`src/rtl/wordcount_multi_engine_ctrl.sv`:
```
// Kernel control for N parallel wordcount engines: splits data_num across the engines,
// kicks each one in turn, collects completions and reports ap_done in ap_ctrl_hs or ap_ctrl_chain style.
module wordcount_multi_engine_ctrl #(
  parameter int C_NUM_ENGINES     = 4,
  parameter int C_ADDR_WIDTH      = 64,
  parameter int C_WORDS_WIDTH     = 32,
  parameter int C_BYTES_PER_WORD  = 64,
  parameter int C_CTRL_CHAIN      = 0,
  parameter int C_CYCLE_CNT_WIDTH = 48
) (
  input  logic                                    ap_clk,
  input  logic                                    ap_rst_n,
  input  logic                                    ap_start,
  input  logic                                    ap_continue,
  output logic                                    ap_idle,
  output logic                                    ap_ready,
  output logic                                    ap_done,
  input  logic [C_WORDS_WIDTH-1:0]                data_num,
  input  logic [31:0]                             command,
  input  logic [C_ADDR_WIDTH-1:0]                 axi00_ptr0,
  output logic [C_NUM_ENGINES-1:0]                eng_kick,
  input  logic [C_NUM_ENGINES-1:0]                eng_done,
  output logic [C_NUM_ENGINES*C_ADDR_WIDTH-1:0]   eng_offset,
  output logic [C_NUM_ENGINES*C_WORDS_WIDTH-1:0]  eng_num,
  output logic [31:0]                             eng_command,
  output logic [C_CYCLE_CNT_WIDTH-1:0]            cycle_count,
  output logic                                    status_err
);

  localparam int LOG2_N   = $clog2(C_NUM_ENGINES);
  localparam int LOG2_BPW = $clog2(C_BYTES_PER_WORD);
  localparam int IDX_W    = (LOG2_N > 0) ? LOG2_N : 1;

  // state     | meaning
  // S_IDLE    | waiting for ap_start, ap_idle high
  // S_DISPATCH| one engine per cycle gets offset/count and a kick
  // S_WAIT    | waiting for all kicked engines to report done
  // S_DONE    | ap_done high; hs: one cycle, chain: until ap_continue
  localparam logic [1:0] S_IDLE     = 2'd0;
  localparam logic [1:0] S_DISPATCH = 2'd1;
  localparam logic [1:0] S_WAIT     = 2'd2;
  localparam logic [1:0] S_DONE     = 2'd3;

  logic rst_meta;
  logic rst_sync_n;

  logic [1:0]                                    state;
  logic [IDX_W-1:0]                              idx;
  logic [C_WORDS_WIDTH-1:0]                      quot_q;
  logic [C_WORDS_WIDTH-1:0]                      rem_q;
  logic [C_ADDR_WIDTH-1:0]                       next_off;
  logic [C_NUM_ENGINES-1:0]                      pending;
  logic [C_NUM_ENGINES-1:0]                      kick_q;
  logic                                          ready_q;
  logic [C_NUM_ENGINES-1:0][C_ADDR_WIDTH-1:0]    off_q;
  logic [C_NUM_ENGINES-1:0][C_WORDS_WIDTH-1:0]   num_q;
  logic [31:0]                                   cmd_q;
  logic [C_CYCLE_CNT_WIDTH-1:0]                  cyc_q;
  logic                                          err_q;

  logic                                          accept;
  logic [C_WORDS_WIDTH-1:0]                      cur_cnt;
  logic [C_ADDR_WIDTH-1:0]                       cur_step;
  logic [C_NUM_ENGINES-1:0]                      set_mask;
  logic [C_NUM_ENGINES-1:0]                      spurious;

  // Assertion stays asynchronous so a mid-run reset aborts at once; release is synchronised.
  always_ff @(posedge ap_clk or negedge ap_rst_n) begin
    if (!ap_rst_n) begin
      rst_meta   <= 1'b0;
      rst_sync_n <= 1'b0;
    end else begin
      rst_meta   <= 1'b1;
      rst_sync_n <= rst_meta;
    end
  end

  assign accept   = (state == S_IDLE) && ap_start;
  assign cur_cnt  = quot_q + ((C_WORDS_WIDTH'(idx) < rem_q) ? C_WORDS_WIDTH'(1) : '0);
  assign cur_step = C_ADDR_WIDTH'(cur_cnt) << LOG2_BPW;
  assign set_mask = ((state == S_DISPATCH) && (cur_cnt != '0)) ?
                    (C_NUM_ENGINES'(1) << idx) : '0;
  assign spurious = eng_done & ~pending;

  always_ff @(posedge ap_clk or negedge rst_sync_n) begin
    if (!rst_sync_n) begin
      state    <= S_IDLE;
      idx      <= '0;
      quot_q   <= '0;
      rem_q    <= '0;
      next_off <= '0;
      pending  <= '0;
      kick_q   <= '0;
      ready_q  <= 1'b0;
      off_q    <= '0;
      num_q    <= '0;
      cmd_q    <= '0;
      cyc_q    <= '0;
      err_q    <= 1'b0;
    end else begin
      ready_q <= 1'b0;
      kick_q  <= set_mask;
      pending <= (pending & ~eng_done) | set_mask;
      err_q   <= (accept ? 1'b0 : err_q) | (|spurious);
      if (((state == S_DISPATCH) || (state == S_WAIT)) && (cyc_q != '1))
        cyc_q <= cyc_q + C_CYCLE_CNT_WIDTH'(1);

      case (state)
        S_IDLE: begin
          if (ap_start) begin
            quot_q   <= data_num >> LOG2_N;
            rem_q    <= data_num & C_WORDS_WIDTH'(C_NUM_ENGINES - 1);
            next_off <= axi00_ptr0;
            cmd_q    <= command;
            ready_q  <= 1'b1;
            cyc_q    <= '0;
            idx      <= '0;
            state    <= S_DISPATCH;
          end
        end
        S_DISPATCH: begin
          off_q[idx] <= next_off;
          num_q[idx] <= cur_cnt;
          next_off   <= next_off + cur_step;
          if (idx == IDX_W'(C_NUM_ENGINES - 1))
            state <= S_WAIT;
          else
            idx <= idx + IDX_W'(1);
        end
        S_WAIT: begin
          if (pending == '0)
            state <= S_DONE;
        end
        default: begin
          if ((C_CTRL_CHAIN == 0) || ap_continue)
            state <= S_IDLE;
        end
      endcase
    end
  end

  assign ap_idle     = (state == S_IDLE);
  assign ap_done     = (state == S_DONE);
  assign ap_ready    = ready_q;
  assign eng_kick    = kick_q;
  assign eng_offset  = off_q;
  assign eng_num     = num_q;
  assign eng_command = cmd_q;
  assign cycle_count = cyc_q;
  assign status_err  = err_q;

endmodule

```
`config.mk`:
```
export PLATFORM = sky130hd
export DESIGN_NAME = wordcount_multi_engine_ctrl
export DESIGN_NICKNAME = d
export VERILOG_FILES = /design/src/rtl/wordcount_multi_engine_ctrl.sv
export SDC_FILE = /design/constraint.sdc
export NUM_CORES = 1
export LEC_CHECK = 0
export CAP_MARGIN = 5
export CORE_MARGIN = 2
export CORE_UTILIZATION = 40
export CTS_BUF_LIST = sky130_fd_sc_hd__clkbuf_8
export DETAILED_ROUTE_END_ITERATION = 8
export PLACE_DENSITY = 0.67
export SLEW_MARGIN = 15
export SYNTH_ARGS = -nofsm -noshare
export SYNTH_HDL_FRONTEND = slang
export SYNTH_SLANG_ARGS = --single-unit
```
`constraint.sdc`:
```
create_clock -name ap_clk -period 20 [get_ports ap_clk]
set_clock_uncertainty 0.05 [all_clocks]
set_input_delay 4 -clock ap_clk [delete_from_list [all_inputs] [get_ports ap_clk]]
set_output_delay 4 -clock ap_clk [all_outputs]
set_load 0.02 [all_outputs]
```
==> Yosys cells after proc, flatten, opt, wreduce, memory -nomap -nowiden <==
Cells that the tools add are included.
{ "word_totals": {"register_bits": 576, "input_bits": 136, "output_inout_bits": 472, "wordCells": 81} }
{ "classes": {"n_addsub": 4, "order_cmp": 3, "eq_ne": 9, "n_shift": 1, "mux": 23, "n_bitwise": 6, "n_reduce_logical": 14} }
{ "ops": {"columns": ["operator", "count"], "rows": [
  ["bitwise mux 256 bit", 1],
  ["two-way mux 48 bit", 3],
  ["bitwise mux 128 bit", 1],
  ["demux 64 bit (select 2 bit)", 1],
  ["two-way mux 64 bit", 2],
  ["one-hot mux 64 bit (2 select lines)", 1],
  ["adder 64 x 37 -> 64 bit", 1],
  ["demux 32 bit (select 2 bit)", 1],
  ["adder 48 x 1 -> 48 bit (second input constant)", 1],
  ["inequality test 48 bit (second input constant)", 1],
  ["two-way mux 32 bit", 1],
  ["nonzero test 32 bit", 1],
  ["adder 30 x 1 -> 31 bit", 1],
  ["two-way mux 2 bit", 5],
  ["bitwise AND 4 bit", 2],
  ["inverter 4 bit", 2],
  ["== test 2 bit (second input constant)", 3],
  ["one-hot mux 2 bit (3 select lines)", 1],
  ["AND reduction 3 bit", 2],
  ["logical AND 1 bit", 4],
  ["logical NOT 4 bit", 1],
  ["two-way mux 1 bit", 4],
  ["two-way mux 4 bit", 1],
  ["inequality test 2 x 1 -> 1 bit (second input constant)", 2],
  ["other kinds (15)", 17]
]} }

==> Longest topological paths before layout <==
Gate-level depths: netlist of the first run.
{ "depth": {"word_depth": 7, "mapped_depth": 23, "mapped_depth_nobuf": 21} }

==> Worst setup path after synthesis of the first run <==
OpenSTA, ideal clock, no wires.
{ "synth_path": {"path_kind": "input to register", "from": "input ap_start", "to": "register cyc_q[11], in the netlist cycle_count[11]", "arrival_time_ns": 5.092, "required_time_ns": 19.818, "slack_ns": 14.727, "stages": 6, "n_path_buf": 3, "path_cell_list": "nand2_1 > inv_1 > clkbuf_1 > clkbuf_1 > clkbuf_1 > nor2_1"} }
{ "synth_between": {"elab_chain_len": 2} }
{ "synth_lines": {"columns": ["element", "line", "source"], "rows": [
  ["start: declaration", "13", "input logic ap_start,"],
  ["two-way mux 48 bit", "110", "if (ap_start) begin"],
  ["two-way mux 48 bit", "108", "case (state)"],
  ["end signal: assignment", "106", "cyc_q <= cyc_q + C_CYCLE_CNT_WIDTH'(1);"],
  ["end: declaration", "58", "logic [C_CYCLE_CNT_WIDTH-1:0] cyc_q;"]
]} }
Every way passes these cells.
A chain may end at the register's enable or synchronous reset.

==> Final worst setup path of the first run <==
{ "layout_path": {"from": "input ap_start", "to": "register next_off[56]"} }
{ "layout_between": {"elab_chain_len": 2} }
{ "layout_lines": {"columns": ["element", "line", "source"], "rows": [
  ["inequality test 2 bit (no source line)", null, null],
  ["AND reduction 2 bit (no source line)", null, null],
  ["end signal: assignment", "113", "next_off <= axi00_ptr0;"],
  ["end signal: assignment", "124", "next_off <= next_off + cur_step;"],
  ["end: declaration", "51", "logic [C_ADDR_WIDTH-1:0] next_off;"]
]} }
Every way passes these cells.

==> results.cfg, run 1 <==
[critical_path]
cpMaxStageDelayCell = clkdlybuf4s50_1
worst_ep_arrival_time_ns = 7.21
crit_fanout = 65
reg2reg_from = idx[1]
worstPathCellList = clkdlybuf4s50_1 > nand2_4 > inv_4 > buf_4 > nand2_1 > a21oi_1 > a21oi_1 > and4_1 > a211oi_1
startpoint = ap_start
cp.required_ns = 20.54
timing.rr.end = next_off[63]
crit_end = next_off[56]
r2r_cells = 20
worst_setup_path_end_kind = flip-flop
cp_common_cell = a21oi_1
cpPeakStageDelay_ns = 0.90
crit_type = input pin to flip-flop
regToRegSetupSlack_ns = 13.43
cp-start-kind = input pin

[floorplan]
ioPinCount = 608
core_area_sq_um = 63000
fp.dieH_um = 256
die_w_um = 256
initial_core_util_pct = 40.4
rows = 92
dieArea_sq_um = 65600

[synthesis]
syn_area_per_cell_sq_um = 10.6
synth_most_common_cell = dfrtp_1
syn_inst = 2397
synth_ff_type = dfrtp_1
ys_seq_area_share_pct = 56.3
synth_top_family_by_area = simple AND/OR/NAND/NOR gates
synth_top_area_cell = dfrtp_1
synthMuxAreaShare_pct = 11.6
yosys.area_share.simple_pct = 13.4
synth_edf_count = 0
synth.cell_area_sq_um = 25400
yosys_warnings = 0
async_reset_ff_share_pct = 100
ys_top_cells_by_count = dfrtp_1 (572), nand2_1 (461), mux2_2 (240)
synth.distinct_cells = 70
yosys.area_share.adder_pct = 2.24
synth-compound-area-share_pct = 9.74
synth-xor-area-share_pct = 3.38
ys_seq_elements = 572
synth.top_cell.area_share_pct = 56.3
ys_top_cells_by_area = dfrtp_1 (56%), mux2_2 (11%), nand2_1 (6.8%)

[global_routing]
antenna_found_initial = 17
gr-total-overflow = 0
grt_pass1_vias = 20600
grt_usage_pct = 25.0
grt_first_pass_wirelength_mm = 126
grt_max_degree = 90

[route]
vias_per_cell = 5.19
drc = 0
vias = 20300
post_drt_wl_per_cell_um = 21.4
drtIter0Drc = 1237
routed_wirelength_mm = 83.6
antenna_left = 0
dr.pass1.iters = 8

[worst_hold_path]
min_path_type = flip-flop to flip-flop
whs_path_depth = 0

[cells_and_area]
fill_cells = 5572
drive_above_1_share_pct = 13.9
final_net_count = 3158
syn_to_final_growth_pct = 34.4
fin_area_sq_um = 34200
finalNonFillerCells = 3905

[timing]
tns_ns = 0
maxSlewViolCount = 0
rsz0062_at_grt = no
slew_headroom_pct = 25.9
post-route-period-util_pct = 33.4
finalHoldViolations = 0
period_needed_ns = 6.67
worstMarginPinSlew_ns = 1.11
fmax_mhz = 150
setup_slack_ns = 13.33
setup_viol = 0

[clock_tree]
root_buffer = clkbuf_8
numClockSinks = 572
ctsResizeCount = 0
clockBufferDepth = 3
cts_hold_buf = 0
htree_levels = 3
tritoncts = done
worstSkewPairLatency_ns = 0.70
cts_setup_buffers = 0
path_clk_slew_ns = 0.06
numCtsBuffers = 97

[run_status]
outcome = finished clean

[placed_design]
numPlacedInstances = 3723
preCtsSetupSlack_ns = 12.59
port_buffers = 602
dpl.hpwl_mm = 59.6
placed_area_sq_um = 32200
gp_congestion = 0.871

[job]
cap_violations = 0

[power_and_ir_drop]
ir_drop_uv = 82.1
power.density_nw_per_um2 = 173
power.leakage_nw = 15.7
## cells by family after synthesis
family,Yosys count
AO/OA/AOI/OAI,428
XOR/XNOR,98
adder cells (fa/ha/maj),45
buffers and inverters,212
flip-flops,572
multiplexers,265
other,2
AND/OR/NAND/NOR,775
## worst max-delay path, delay by kind of cell
kind | cells | cell delay (ns)
buf+inv | 3 | 2.15
simple gates | 3 | 0.48
compound gates | 3 | 0.48
## registers in the layout, summed over array words and instances, names as in the netlist
name,flops
eng_offset,256
eng_num,124
next_off,64
cycle_count,48
eng_command,32
quot_q,30
eng_kick,4
pending,4
idx,2
rem_q,2
state,2
ap_ready,1
rst_meta,1
rst_sync_n,1
status_err,1
## power breakdown
group	internal (mW)	total, mW	switching, mW
Sequential	1.61	2.00	0.389
Combinational	1.24	2.86	1.61
Clock	0.570	1.06	0.485
Total	3.42	5.91	2.49
## area by class of cell
type	instances	area, sq um	share of cell area [%]
clock buffer	128	1760	5.15
multi-input combinational	1616	10400	30.3
antenna	9	22.5	0.0659
inverter	68	258	0.754
sequential	572	14300	41.9
tap	846	1060	3.10
clock inverter	44	205	0.600
timing repair buffer	622	6200	18.1
## layout by cell type (no fill, tap or decap), types with 9 or more instances in the layout
cell type	netlist	layout
and4_1	14	14
nand4_1	38	38
inv_1	67	102
and2_1	13	13
xnor2_1	43	43
ha_1	44	43
mux2i_1	25	25
clkbuf_8	0	128
clkdlybuf4s50_1	0	602
o21ai_0	216	215
and3_1	36	36
a21o_1	24	24
or3_1	9	9
o22ai_1	24	24
nor3_1	23	23
nand3_1	47	47
xor2_1	55	55
diode_2	0	9
a31oi_1	9	9
a21oi_1	94	93
mux2_2	240	240
nor2_1	109	109
nand2_1	461	456
dfrtp_1	572	571
buf_4	5	19
## stage by stage
step	power, mW	hold WS, ns	utilization [%]
floorplan	3.57	0.281	-
global placement	4.80	0.294	51.1
detailed placement	4.88	0.300	51.1
CTS	5.96	0.324	54.2
global route	6.27	0.326	54.3
finish	5.91	0.317	54.3
## per-layer routing
layer	global-route usage (%)	vias up	routed length, um
met5	0	-	109
met4	9.18	16	2550
met3	7.50	160	5950
met2	43.1	615	42000
met1	29.5	10100	33000
li1	-	9405	-
## how the worst min path moves through the flow
stage                  start         end
detailed placement  rst_meta  rst_sync_n
global placement    rst_meta  rst_sync_n
CTS                 rst_meta  rst_sync_n
floorplan           rst_meta  rst_sync_n
finish              rst_meta  rst_sync_n
global route        rst_meta  rst_sync_n
No activity file was read; power rests on OpenSTA's default activity.
==> run 2: changes to the inputs <==
- PLACE_DENSITY: 0.67 -> 0.69
- clock period: 20 -> 5.97 ns (I/O delays scaled with it)
==> run 2 against run 1 <==
  * Critical path depth grew 9
  * Highest routed layer unchanged
  * Register-to-register slack got worse by 13 ns
  * Worst setup slack lost 13 ns
  * Sequential share of layout area shrank 0.24 points
  * Combinational power grew to 3.4 times the previous value
  * Count of clock-buffer cells in the layout fell by 8
  * Clock power grew to 3.3 times the previous value
  * Hold slack lost 0.0099 ns
  * Sequential power grew to 3.4 times the previous value
  * Global-route usage shrank 0.075 points
  * Sequential cell count unchanged
==> results.cfg, run 2 (synthesized netlist as in run 1, its figures left out) <==
[worst_hold_path]
whs_path_depth = 0
min_to = rst_sync_n
min_path_type = flip-flop to flip-flop
min_from = rst_meta

[critical_path]
cp-start-kind = flip-flop
worst_ep_arrival_time_ns = 6.03
cpPeakStageDelay_ns = 0.49
regToRegSetupSlack_ns = 0.47
cpMaxStageDelayCell = a2111oi_4
cp.required_ns = 6.51
timing.rr.end = next_off[62]
crit_fanout = 6
r2r_cells = 18
reg2reg_from = idx[1]
worst_setup_path_end_kind = flip-flop
worstPathCellList = ha_1 > a21oi_1 > ha_1 > nand3_1 > nor2_1 > and3_1 > xnor2_1 > inv_1 > ha_1 > and2_1 > nand4_1 > a21oi_2 > o2111ai_1 > a2111oi_4 > o21ai_1 > a21oi_2 > mux2_2 > a211oi_1
cp_common_cell = ha_1
crit_type = flip-flop to flip-flop

[global_routing]
grt_max_degree = 164
gr-total-overflow = 0
grt_usage_pct = 24.9
grt_pass1_vias = 20600
antenna_found_initial = 14
grt_first_pass_wirelength_mm = 126

[route]
routed_wirelength_mm = 83.3
antenna_left = 0
drtIter0Drc = 1326
post_drt_wl_per_cell_um = 21.2
drc = 0
vias = 20500
vias_per_cell = 5.23
dr.pass1.iters = 5

[timing]
period_needed_ns = 5.50
rsz0062_at_grt = no
setup_slack_ns = 0.473
worstMarginPinSlew_ns = 1.11
setup_viol = 0
tns_ns = 0
finalHoldViolations = 0
whs_ns = 0.307
maxSlewViolCount = 0
post-route-period-util_pct = 92.1
fmax_mhz = 182
slew_headroom_pct = 25.7

[floorplan]
core_area_sq_um = 63000
die_w_um = 256
fp.dieH_um = 256
dieArea_sq_um = 65600
initial_core_util_pct = 40.4
rows = 92
ioPinCount = 608

[power_and_ir_drop]
intPower_mw = 11.5
ir_drop_uv = 280
fin_total_pwr_mw = 19.9
switchingPower_mw = 8.38
power.leakage_nw = 15.8
switching_share_pct = 42.0
clkPwrFrac_pct = 17.8
comb_power_share_pct = 48.4
power.share.sequential_pct = 33.7
power.density_nw_per_um2 = 580

[clock_tree]
cts_hold_buf = 0
path_clk_slew_ns = 0.07
worstSkewPairLatency_ns = 0.71
tritoncts = done
clockBufferDepth = 3
numClockSinks = 572
htree_levels = 3
root_buffer = clkbuf_8
numCtsBuffers = 98

[job]
cap_violations = 0

[run_status]
outcome = finished clean

[cells_and_area]
largest_register_ffs = 256
finalNonFillerCells = 3921
final_net_count = 3180
final_common_cell = clkdlybuf4s50_1
post-route-util_pct = 54.6
syn_to_final_growth_pct = 35.2
drive_above_1_share_pct = 14.5
final_cell_mix = clkdlybuf4s50_1 (602), dfrtp_1 (571), nand2_1 (455)
fill_cells = 5510
fin_area_sq_um = 34400

[placed_design]
preCtsSetupSlack_ns = 0.128
dpl.hpwl_mm = 59.2
numPlacedInstances = 3740
placed_area_sq_um = 32300
port_buffers = 602
gp_congestion = 0.877
run 2: cell count changes in the layout (fill, tap and decap cells not counted), sizes merged:
cell      delta
inv          -2
buf         +21
bufinv       +3
clkbuf       -8
diode        -2
clkinv       +5
clkinvlp     -1
run 2: worst max-delay path by stage:
| stage | start | to | slack, ns |
|---|---|---|---|
| 6_report | idx[1] | next_off[62] | 0.47 |
| 5_1_grt | idx[1] | next_off[63] | 0.09 |
| 4_1_cts | idx[1] | next_off[63] | 0.09 |
| 3_5_place_dp | idx[1] | next_off[63] | 0.13 |
| 3_3_place_gp | idx[1] | next_off[63] | 0.16 |
| 2_1_floorplan | rst_sync_n | ap_ready | 0.37 |
run 2: critical path, delay by kind of cell, from the launching register on:
| family | cells | cell delay [ns] |
|---|---|---|
| AOI/OAI and AO/OA | 7 | 2.09 |
| xor gates and xnor gates | 1 | 0.27 |
| adders and majority gates | 3 | 0.98 |
| buffers and inverters | 1 | 0.21 |
| DFF | 1 | 0.43 |
| muxes | 1 | 0.38 |
| and+or+nand+nor | 5 | 1.00 |
run 2: timing repair:
| item | CTS | global route |
|---|---|---|
| endpoints found under the setup margin | 0 | 24 |
| resized for setup | 0 | 4 |
| setup buffers | 0 | 4 |
run 2: power groups by stage:
stage	Clock (mW)	Sequential, mW	Combinational [mW]
floorplan	0	7.74	4.20
CTS	3.63	6.73	9.70
detailed placement	0	6.78	9.67
global placement	0	6.68	9.50
global route	3.80	6.92	10.4
finish	3.55	6.72	9.65
run 2: layer usage:
layer	track usage (%)	routed length [um]
met2	43.0	41900
met3	6.50	5620
met4	9.84	2880
met5	0	93
met1	29.8	32800
run 2: layout make-up:
cell class / count / area [sq um] / share of cell area (%)
antenna: 7 / 17.5 / 0.0509
clock buffer: 120 / 1650 / 4.80
multi-input combinational: 1616 / 10400 / 30.2
sequential: 572 / 14300 / 41.6
clock inverter: 49 / 298 / 0.866
tap: 846 / 1060 / 3.08
timing repair buffer: 643 / 6390 / 18.6
inverter: 68 / 258 / 0.750
